==> src/rtl/bcd_counter.sv <==
// Single-digit synchronous BCD up/down counter with load-0/load-9 and
// combinational carry/borrow outputs so digits can be cascaded into a
// multi-digit decimal counter sharing one clock.
module bcd_counter (
    input  logic       clk,
    input  logic       reset,
    input  logic       set0,
    input  logic       set9,
    input  logic       up,
    input  logic       down,
    output logic [3:0] num,
    output logic       cout,
    output logic       bout
);

    logic [3:0] num_q;
    logic [3:0] num_d;
    logic       count_up;
    logic       count_down;

    // Counting only happens when exactly one direction is requested and no load is pending.
    assign count_up   = up & ~down & ~set0 & ~set9;
    assign count_down = down & ~up & ~set0 & ~set9;

    // Next digit: load-0 beats load-9 beats counting; illegal codes recover to 0 on a count.
    always_comb begin
        num_d = num_q;
        if (set0) begin
            num_d = 4'd0;
        end else if (set9) begin
            num_d = 4'd9;
        end else if (count_up) begin
            if (num_q >= 4'd9) begin
                num_d = 4'd0;
            end else begin
                num_d = num_q + 4'd1;
            end
        end else if (count_down) begin
            if (num_q == 4'd0) begin
                num_d = 4'd9;
            end else if (num_q > 4'd9) begin
                num_d = 4'd0;
            end else begin
                num_d = num_q - 4'd1;
            end
        end
    end

    // Digit register, cleared asynchronously by reset.
    always_ff @(posedge clk or posedge reset) begin
        if (reset) begin
            num_q <= 4'd0;
        end else begin
            num_q <= num_d;
        end
    end

    assign num  = num_q;
    // Carry/borrow fire in the same cycle as the wrap so the next digit steps on that edge.
    assign cout = count_up & (num_q == 4'd9);
    assign bout = count_down & (num_q == 4'd0);

endmodule

==> config.mk <==
export PLATFORM = sky130hd
export DESIGN_NAME = bcd_counter
export DESIGN_NICKNAME = d
export VERILOG_FILES = /design/src/rtl/bcd_counter.sv
export SDC_FILE = /design/constraint.sdc
export NUM_CORES = 1
export LEC_CHECK = 0
export ABC_AREA = 1
export BUFFER_PORTS_ARGS = -buffer_cell sky130_fd_sc_hd__buf_4
export CORE_AREA = 4 4 41 43
export DETAILED_ROUTE_END_ITERATION = 7
export DIE_AREA = 0 0 45 47
export HOLD_SLACK_MARGIN = 0.15
export PLACE_DENSITY_LB_ADDON = 0.25
export SLEW_MARGIN = 20
export SYNTH_ARGS = -nofsm -noshare
export SYNTH_HDL_FRONTEND = slang
export SYNTH_SLANG_ARGS = --single-unit
==> constraint.sdc <==
create_clock -name clk -period 3.5 [get_ports clk]
set_clock_uncertainty 0.05 [all_clocks]
set_input_delay 0 -clock clk [delete_from_list [all_inputs] [get_ports clk]]
set_output_delay 0 -clock clk [all_outputs]
set_load 0.03 [all_outputs]
==> impl_metrics.toml, run 1 <==
[setup_path]
crit_path_end_kind = "output port"
start_kind = "flip-flop"
timing.critical_path.arrival_ns = 1.58
critical_path.endpoint = "bout"
worstPathMaxFanout = 7
rr_startpoint = "num[0]"
worstSetupPathType = "flip-flop to output port"
r2r_cells = 10
startpoint = "num[0]"
worstReg2RegEnd = "num[3]"
cp.required_ns = 3.45
rrSetupSlack_ns = 1.94

[routing]
firstDrtPassIters = 4
vias_per_cell = 4.75
drtIter0Drc = 11
drt-total-wl_mm = 1.07
drcViolationCount = 0
vias = 513
wire_per_inst_um = 9.89
ant_nets = 0

[clock_network]
numCtsBuffers = 3
clk_latency_ns = 0.23
clock_sinks = 4
cts.path.max_buffers = 2
path_clk_slew_ns = 0.04
cts_tree = "built"
clock-root-buffer = "clkbuf_4"
ctsHtreeMaxLevel = 1

[power_and_ir_drop]
p_seq_share_pct = 29.3
combPwrFrac_pct = 44.4
p_leak_uw = 0.000371
power_density_mw_per_mm2 = 342
netSwitchingFraction_pct = 40.4
power.net_switching_uw = 85.7
p_int_uw = 126
clock_power_share_pct = 26.4
ir_drop_mv = 0.120

[synthesis]
yosys_warnings = 0
seq_area_frac_synth_pct = 21.5
avgSynthCellArea_um2 = 6.12
post_synth_num_cell_types = 18
synth_nets = 86
postSynthCellCount = 76
netlist.top_cell.by_area = "nand2_1"
ys_ff_latch = 4
synthesis.area_um2 = 465
netlist_top_cells_area = "nand2_1 (22%), dfrtp_1 (22%), ha_1 (11%)"
yosysTopAreaCellShare_pct = 21.8

[finish]
n_fill_cell = 140
n_antenna_cell = 0
layout-drive-gt1-share_pct = 23.7
seqCellArea_um2 = 100
multiInputGateArea_um2 = 313
nets = 105
largest_reg_flops = 4
syn2layout_area_growth_pct = 33.1
postLayoutCoreUtil_pct = 47.6

[sta]
fmax_ghz = 0.613
setup_viol = 0
finalCritPeriodShare_pct = 46.6
setup-tns-final_ns = 0
worst_slew_pin_slew_ns = 0.316
fin_crit_ns = 1.63
hold_viol = 0
finalMaxSlewViolations = 0
rsz0062_at_grt = "no"
slew-limit-headroom_pct = 78.9

[global_routing]
antenna_found_initial = 0
grtUsageTotal_pct = 11.6
grt_start_max_net_pins = 9
grt_pass1_wl_mm = 1.81
grt_pass1_vias = 472
grt_overflow_total = 0

[floorplan]
die_area_mm2 = 0.00212
core-area_mm2 = 0.00130
die_w_um = 45
fp.dieH_um = 47
start_util_pct = 35.8
ios = 12
row_count = 13

[flow_run]
maxCapViolCount = 0

[outcome]
status = "completed"

[placement]
gp_congestion = 0.813
hpwl_um = 810
portBuffers = 11

[hold_path]
holdCritPathClass = "primary input to asynchronous set/reset pin"
-- final cells by class --
cell class | instances | area share [%]
Tap cell | 15 | 3.03
Inverter | 14 | 8.48
Timing Repair Buffer | 14 | 18.2
Multi-Input combinational cell | 58 | 50.5
Sequential cell | 4 | 16.2
Clock buffer | 3 | 3.64
-- layout by cell type (no fill, tap or decap), types with 2 or more instances in the layout --
| master | n |
|---|---|
| nand2_1 | 27 |
| nor2_1 | 4 |
| ha_1 | 4 |
| o21ai_1 | 2 |
| clkbuf_4 | 3 |
| inv_1 | 12 |
| nand3_1 | 8 |
| inv_2 | 2 |
| buf_4 | 11 |
| dlygate4sd3_1 | 3 |
| nand3_2 | 3 |
| dfrtp_1 | 4 |
| o21ai_0 | 2 |
-- Yosys cell counts, drive strengths merged --
| cell | instances |
|---|---|
| a21oi | 1 |
| dfrtp | 4 |
| ha | 4 |
| inv | 14 |
| nand2 | 29 |
| nand3 | 11 |
| nand4 | 1 |
| nor2 | 5 |
| nor4 | 1 |
| o21ai | 4 |
| or2 | 1 |
| xnor2 | 1 |
-- what timing repair did --
action,in CTS,in global routing
hold buffers,3,0
setup buffers,0,0
hold endpoints to repair,8,0
gates resized for setup,0,0
-- worst min path at each step --
stage | start | to | slack [ns] | depth (start not counted)
global placement | reset | num[3] | -0.16 | 2
floorplan | reset | num[0] | -0.28 | 1
global route | reset | num[0] | 0.18 | 3
finish | reset | num[2] | 0.16 | 3
detailed placement | reset | num[0] | -0.15 | 2
CTS | reset | num[0] | 0.15 | 3
-- per-stage QoR --
step	std cells	hold slack, ns	setup slack (ns)	total power (µW)	cell area [µm²]
floorplan	76	-0.284	1.55	126	465
global placement	102	-0.156	1.98	154	567
detailed placement	102	-0.154	1.97	153	567
CTS	108	0.152	1.87	213	619
global route	108	0.182	1.73	228	619
finish	108	0.157	1.87	212	619
-- logic make-up after synthesis --
group	count (synthesis)	synth area share, %
XOR/XNOR	1	1.88
buffers and inverters	14	11.3
flip-flops	4	21.5
AO/OA/AOI/OAI	5	5.38
adder cells (fa/ha/maj)	4	10.8
AND/OR/NAND/NOR	48	49.2
-- critical path, cell delays in order, from the launching register on --
cell and delay (ns):
dfrtp_1 0.44, inv_1 0.17, ha_1 0.19, nand3_1 0.14
nor4_1 0.20, buf_4 0.20
-- power by group through the flow --
stage | registers (µW) | clock network, µW | logic, µW
floorplan | 69.6 | 0 | 56.7
global placement | 62.6 | 0 | 91.3
detailed placement | 62.7 | 0 | 90.5
CTS | 62.2 | 57.5 | 93.5
global route | 63.3 | 61.2 | 104
finish | 62.0 | 55.9 | 94.0
-- layer usage --
metal / wire length, µm / part of all wire, % / up-vias / global-route usage (%)
li1: - / - / 272 / -
met1: 469 / 44 / 226 / 13.3
met2: 558 / 52 / 15 / 21.5
met3: 41 / 3.8 / 0 / 1.15
met4: 0 / 0 / 0 / 5.26
met5: 0 / 0 / - / 0
No activity file was read; power rests on OpenSTA's default activity.
==> run 2: changes to the inputs <==
==> constraint.sdc (replaced) <==
create_clock -name clk -period 1.43 [get_ports clk]
set_clock_uncertainty 0.05 [all_clocks]
set_input_delay 0 -clock clk [delete_from_list [all_inputs] [get_ports clk]]
set_output_delay 0 -clock clk [all_outputs]
set_load 0.03 [all_outputs]
==> impl_metrics.toml, run 2 (synthesized netlist as in run 1, its figures left out) <==
[placement]
place_ws_ns = 0.0410
hpwl_um = 924
portBuffers = 11
gp_congestion = 0.813

[finish]
final_common_cell = "nand2_1"
syn2layout_area_growth_pct = 64.5
nets = 111
largest_reg_flops = 4
postLayoutCoreUtil_pct = 58.8
layout_common_cells = "nand2_1 (27), buf_4 (14), inv_1 (10)"
layout-drive-gt1-share_pct = 38.4
n_antenna_cell = 0

[clock_network]
cts.path.max_buffers = 2
clock-root-buffer = "clkbuf_4"
ctsHtreeMaxLevel = 1
path_clk_slew_ns = 0.04
numCtsBuffers = 3
cts_tree = "built"
clock_sinks = 4
clk_latency_ns = 0.24

[setup_path]
worstPathMaxFanout = 5
crit_chain = "clkinv_4 > ha_4 > nand3_4 > nor4_4 > buf_6"
critical_path.max_stage_delay_ns = 0.44
crit_path_end_kind = "output port"
start_kind = "flip-flop"
slowest_stage = "dfrtp_2"
timing.critical_path.arrival_ns = 1.35
cp.required_ns = 1.38
worstSetupPathType = "flip-flop to output port"

[floorplan]
ios = 12
fp.dieH_um = 47
row_count = 13
core-area_mm2 = 0.00130
start_util_pct = 35.8
die_area_mm2 = 0.00212
die_w_um = 45

[flow_run]
maxCapViolCount = 0

[sta]
setup_viol = 0
setup-tns-final_ns = 0
fin_ws_ns = 0.0316
worst_slew_pin_slew_ns = 0.352
rsz0062_at_grt = "yes"
hold_viol = 0
finalMaxSlewViolations = 0
fin_crit_ns = 1.40
holdWs_ns = 0.161
finalCritPeriodShare_pct = 97.8
slew-limit-headroom_pct = 76.5
fmax_ghz = 0.715

[routing]
wire_per_inst_um = 11.0
drt-total-wl_mm = 1.25
vias = 541
ant_nets = 0
drtIter0Drc = 14
vias_per_cell = 4.75
drcViolationCount = 0
firstDrtPassIters = 4

[global_routing]
grtUsageTotal_pct = 14.6
grt_start_max_net_pins = 9
grt_overflow_total = 0
grt_pass1_vias = 555
antenna_found_initial = 0
grt_pass1_wl_mm = 2.23

[power_and_ir_drop]
ir_drop_mv = 0.365
power_density_mw_per_mm2 = 795
power.total_uw = 608
p_leak_uw = 0.000410

[hold_path]
holdCritPathClass = "primary input to flip-flop"

[outcome]
status = "completed"
-- run 2: changes by cell type in the layout (fill, tap and decap cells not counted), sizes merged --
cell	delta
inv	-1
clkinv	+1
dlygate4sd3	+1
buf	+5
-- run 2: path summary, 6_finish.rpt --
kind | to | start | cells after the start | slack, ns
worst min-delay path | num[2] | up | 5 | 0.16
worst max register to register | num[0] | num[1] | 8 | 0.05
worst min register to register | num[1] | num[1] | 3 | 0.62
min in group asynchronous | num[3] | reset | 4 | 0.71
max in group asynchronous | num[1] | reset | 4 | 0.44
worst max-delay path | bout | num[0] | 5 | 0.03
-- run 2: critical path, delay by kind of cell (launching register included) --
family                     cells  cell delay [ns]
DFF                            1             0.44
and+or+nand+nor                2             0.25
adders and majority gates      1             0.16
buffers and inverters          2             0.25
-- run 2: cell type report --
class	count	area (µm²)
inverter	14	60.1
fill	126	536
clock buffer	3	22.5
sequential	4	103
multi-input combinational	58	394
tap	15	18.8
timing repair buffer	20	168
-- run 2: per-stage QoR --
step / area (µm²) / cells
floorplan: 493 / 76
global placement: 617 / 105
detailed placement: 617 / 105
CTS: 707 / 112
global route: 766 / 114
finish: 766 / 114
-- run 2: layer usage --
metal  wire [µm]  global-route usage, %  share of wire (%)  vias to the layer above
met5           0                      0                  0                        -
met4           0                   8.77                  0                        0
met3          48                   1.15                3.8                        0
met2         660                   26.0                 53                       15
met1         539                   16.9                 43                      242
li1            -                      -                  -                      284
-- run 2: repair_timing --
item | CTS | global route
pin swaps | 0 | 3
hold buffers | 4 | 0
endpoints found under the hold margin | 7 | 0
buffers inserted | 0 | 2
resized for setup | 5 | 9
setup endpoints to repair | 1 | 6
-- run 2: where the power goes --
part           internal, µW  switching [µW]
logic                   133             176
clock network          94.2            51.7
registers               126            27.1
==> run 3: changes to the inputs <==
--- a/config.mk
+++ b/config.mk
@@ -5,7 +5,6 @@
 export SDC_FILE = /design/constraint.sdc
 export NUM_CORES = 1
 export LEC_CHECK = 0
-export ABC_AREA = 1
 export BUFFER_PORTS_ARGS = -buffer_cell sky130_fd_sc_hd__buf_4
 export CORE_AREA = 4 4 41 43
 export DETAILED_ROUTE_END_ITERATION = 7
==> impl_metrics.toml, run 3 <==
[routing]
firstDrtPassIters = 4
drtIter0Drc = 9
vias_per_cell = 5.26
drt-total-wl_mm = 1.41
drcViolationCount = 0
wire_per_inst_um = 13.5
vias = 547
ant_nets = 0

[placement]
place_ws_ns = -0.215
hpwl_mm = 1.05
portBuffers = 11
gp_congestion = 0.868

[sta]
slew-limit-headroom_pct = 80.9
rsz0062_at_grt = "yes"
finalMaxSlewViolations = 0
worst_slew_pin_slew_ns = 0.282
setup_viol = 6
fin_crit_ns = 1.65
hold_viol = 0
finalCritPeriodShare_pct = 116
fin_ws_ns = -0.223
fmax_ghz = 0.605

[synthesis]
ys_ff_latch = 4
synth_edf_count = 0
ys_async_sr_fraction_pct = 100
yosysTopAreaCellShare_pct = 23.9
post_synth_num_cell_types = 25
synthesis.area_um2 = 419
netlist.top_cell.by_area = "dfrtp_1"
yosys_warnings = 0
seq_area_frac_synth_pct = 23.9
postSynthCellCount = 51
synth_ff_type = "dfrtp_1"
synth_common_cells = "inv_1 (6), nand2_1 (6), dfrtp_1 (4), ha_1 (4), nor2_1 (4)"
netlist_top_cells_area = "dfrtp_1 (24%), ha_1 (12%), inv_1 (5.4%)"
synth_nets = 61
avgSynthCellArea_um2 = 8.22

[setup_path]
crit_path_end_kind = "output port"
worstPathMaxFanout = 3
crit_top_cell = "buf_6"
critPathTopFamily = "simple AND/OR/NAND/NOR gates"
critical_path.max_stage_delay_ns = 0.43
path_buf_inv = 3
cp.required_ns = 1.38
timing.critical_path.arrival_ns = 1.60
worstSetupPathType = "flip-flop to output port"
start_kind = "flip-flop"
crit_chain = "inv_4 > ha_4 > or3b_4 > buf_6 > nor2_4 > buf_6"
slowest_stage = "dfrtp_2"

[clock_network]
clock-root-buffer = "clkbuf_4"
ctsHtreeMaxLevel = 1
cts_tree = "built"
cts.path.max_buffers = 2
path_clk_slew_ns = 0.05
clk_latency_ns = 0.25
numCtsBuffers = 3
clock_sinks = 4

[floorplan]
core-area_mm2 = 0.00130
row_count = 13
ios = 12
die_area_mm2 = 0.00212
start_util_pct = 32.2
die_w_um = 45
fp.dieH_um = 47

[power_and_ir_drop]
power_density_mw_per_mm2 = 1050
power.net_switching_uw = 359
p_int_uw = 519
p_leak_uw = 0.000368
ir_drop_mv = 0.727
netSwitchingFraction_pct = 40.9
p_seq_share_pct = 19.1
combPwrFrac_pct = 63.4
clock_power_share_pct = 17.5

[global_routing]
grt_pass1_vias = 549
grt_pass1_wl_mm = 2.45
antenna_found_initial = 0
grt_start_max_net_pins = 7
grtUsageTotal_pct = 16.3
grt_overflow_total = 0

[hold_path]
holdCritPathClass = "primary input to asynchronous set/reset pin"

[finish]
syn2layout_area_growth_pct = 98.8
n_antenna_cell = 0
final_common_cell = "buf_4"
n_fill_cell = 112
layout-drive-gt1-share_pct = 55.1
postLayoutCoreUtil_pct = 64.0
layout_common_cells = "buf_4 (26), dlygate4sd3_1 (7), nand2_1 (6)"
largest_reg_flops = 4
nets = 101

[flow_run]
maxCapViolCount = 0

[outcome]
status = "finished with violations"
failed_checks = "negative setup slack"
[run 3: what timing repair did]
action / in CTS / in global routing
hold endpoints to repair: 7 / 0
buffers inserted: 2 / 1
gates resized for setup: 7 / 2
endpoints found under the setup margin: 6 / 6
cloned: 0 / 0
hold buffers: 7 / 0
pin swaps: 6 / 4
[run 3: kinds of logic after synthesis]
logic type               Yosys count  share of synthesized area [%]
AO/OA/AOI/OAI                     12                           22.4
XOR/XNOR                           1                           2.09
adder cells (fa/ha/maj)            4                           11.9
buffers and inverters              6                           5.37
flip-flops                         4                           23.9
AND/OR/NAND/NOR                   24                           34.3
[run 3: area by class of cell]
cell class	instances	area, µm²	area share, %
clock buffers	3	22.5	2.70
flip-flops and latches	4	103	12.3
repair buffers	35	288	34.5
inverters	6	27.5	3.30
well taps	15	18.8	2.25
multi-input cells	41	374	44.9
[run 3: worst paths after layout]
| kind | start | endpoint | slack [ns] | cells after the start |
|---|---|---|---|---|
| max reg2reg | num[1] | num[0] | -0.22 | 5 |
| min in group clk | set9 | num[1] | 0.16 | 5 |
| min | reset | num[1] | 0.15 | 3 |
| max | num[0] | bout | -0.22 | 6 |
| min reg2reg | num[1] | num[1] | 0.60 | 3 |
| max in group asynchronous | reset | num[0] | 1.00 | 3 |
[run 3: worst min-delay path, cell delays in order]
cell	delay, ns
dlygate4sd3_1	0.54
buf_4	0.13
inv_1	0.13
[run 3: power by group through the flow]
| stage | sequential [µW] | clock [µW] | combinational (µW) |
|---|---|---|---|
| 2_1_floorplan | 220 | 0 | 199 |
| 3_3_place_gp | 169 | 0 | 468 |
| 3_5_place_dp | 169 | 0 | 471 |
| 4_1_cts | 167 | 155 | 536 |
| 5_1_grt | 172 | 170 | 601 |
| 6_report | 167 | 154 | 557 |
[run 3: metal layers]
metal / wire, µm / share of wire [%] / vias to the layer above / track usage (%)
li1: - / - / 270 / -
met1: 582 / 41 / 261 / 18.6
met2: 761 / 54 / 13 / 29.4
met3: 39 / 2.8 / 3 / 2.30
met4: 24 / 1.7 / 0 / 8.77
met5: 0 / 0 / - / 0
[run 3: through the flow]
stage          instances  setup TNS [ns]  area [µm²]  total power, µW  hold WS, ns
3_5_place_dp          91          -0.739         673              640       -0.146
5_1_grt              104           -1.31         833              943        0.167
6_report             104          -0.897         833              878        0.154
4_1_cts              103           -1.04         815              858        0.150
2_1_floorplan         51          -0.958         467              419       -0.284
3_3_place_gp          91          -0.692         673              637       -0.150
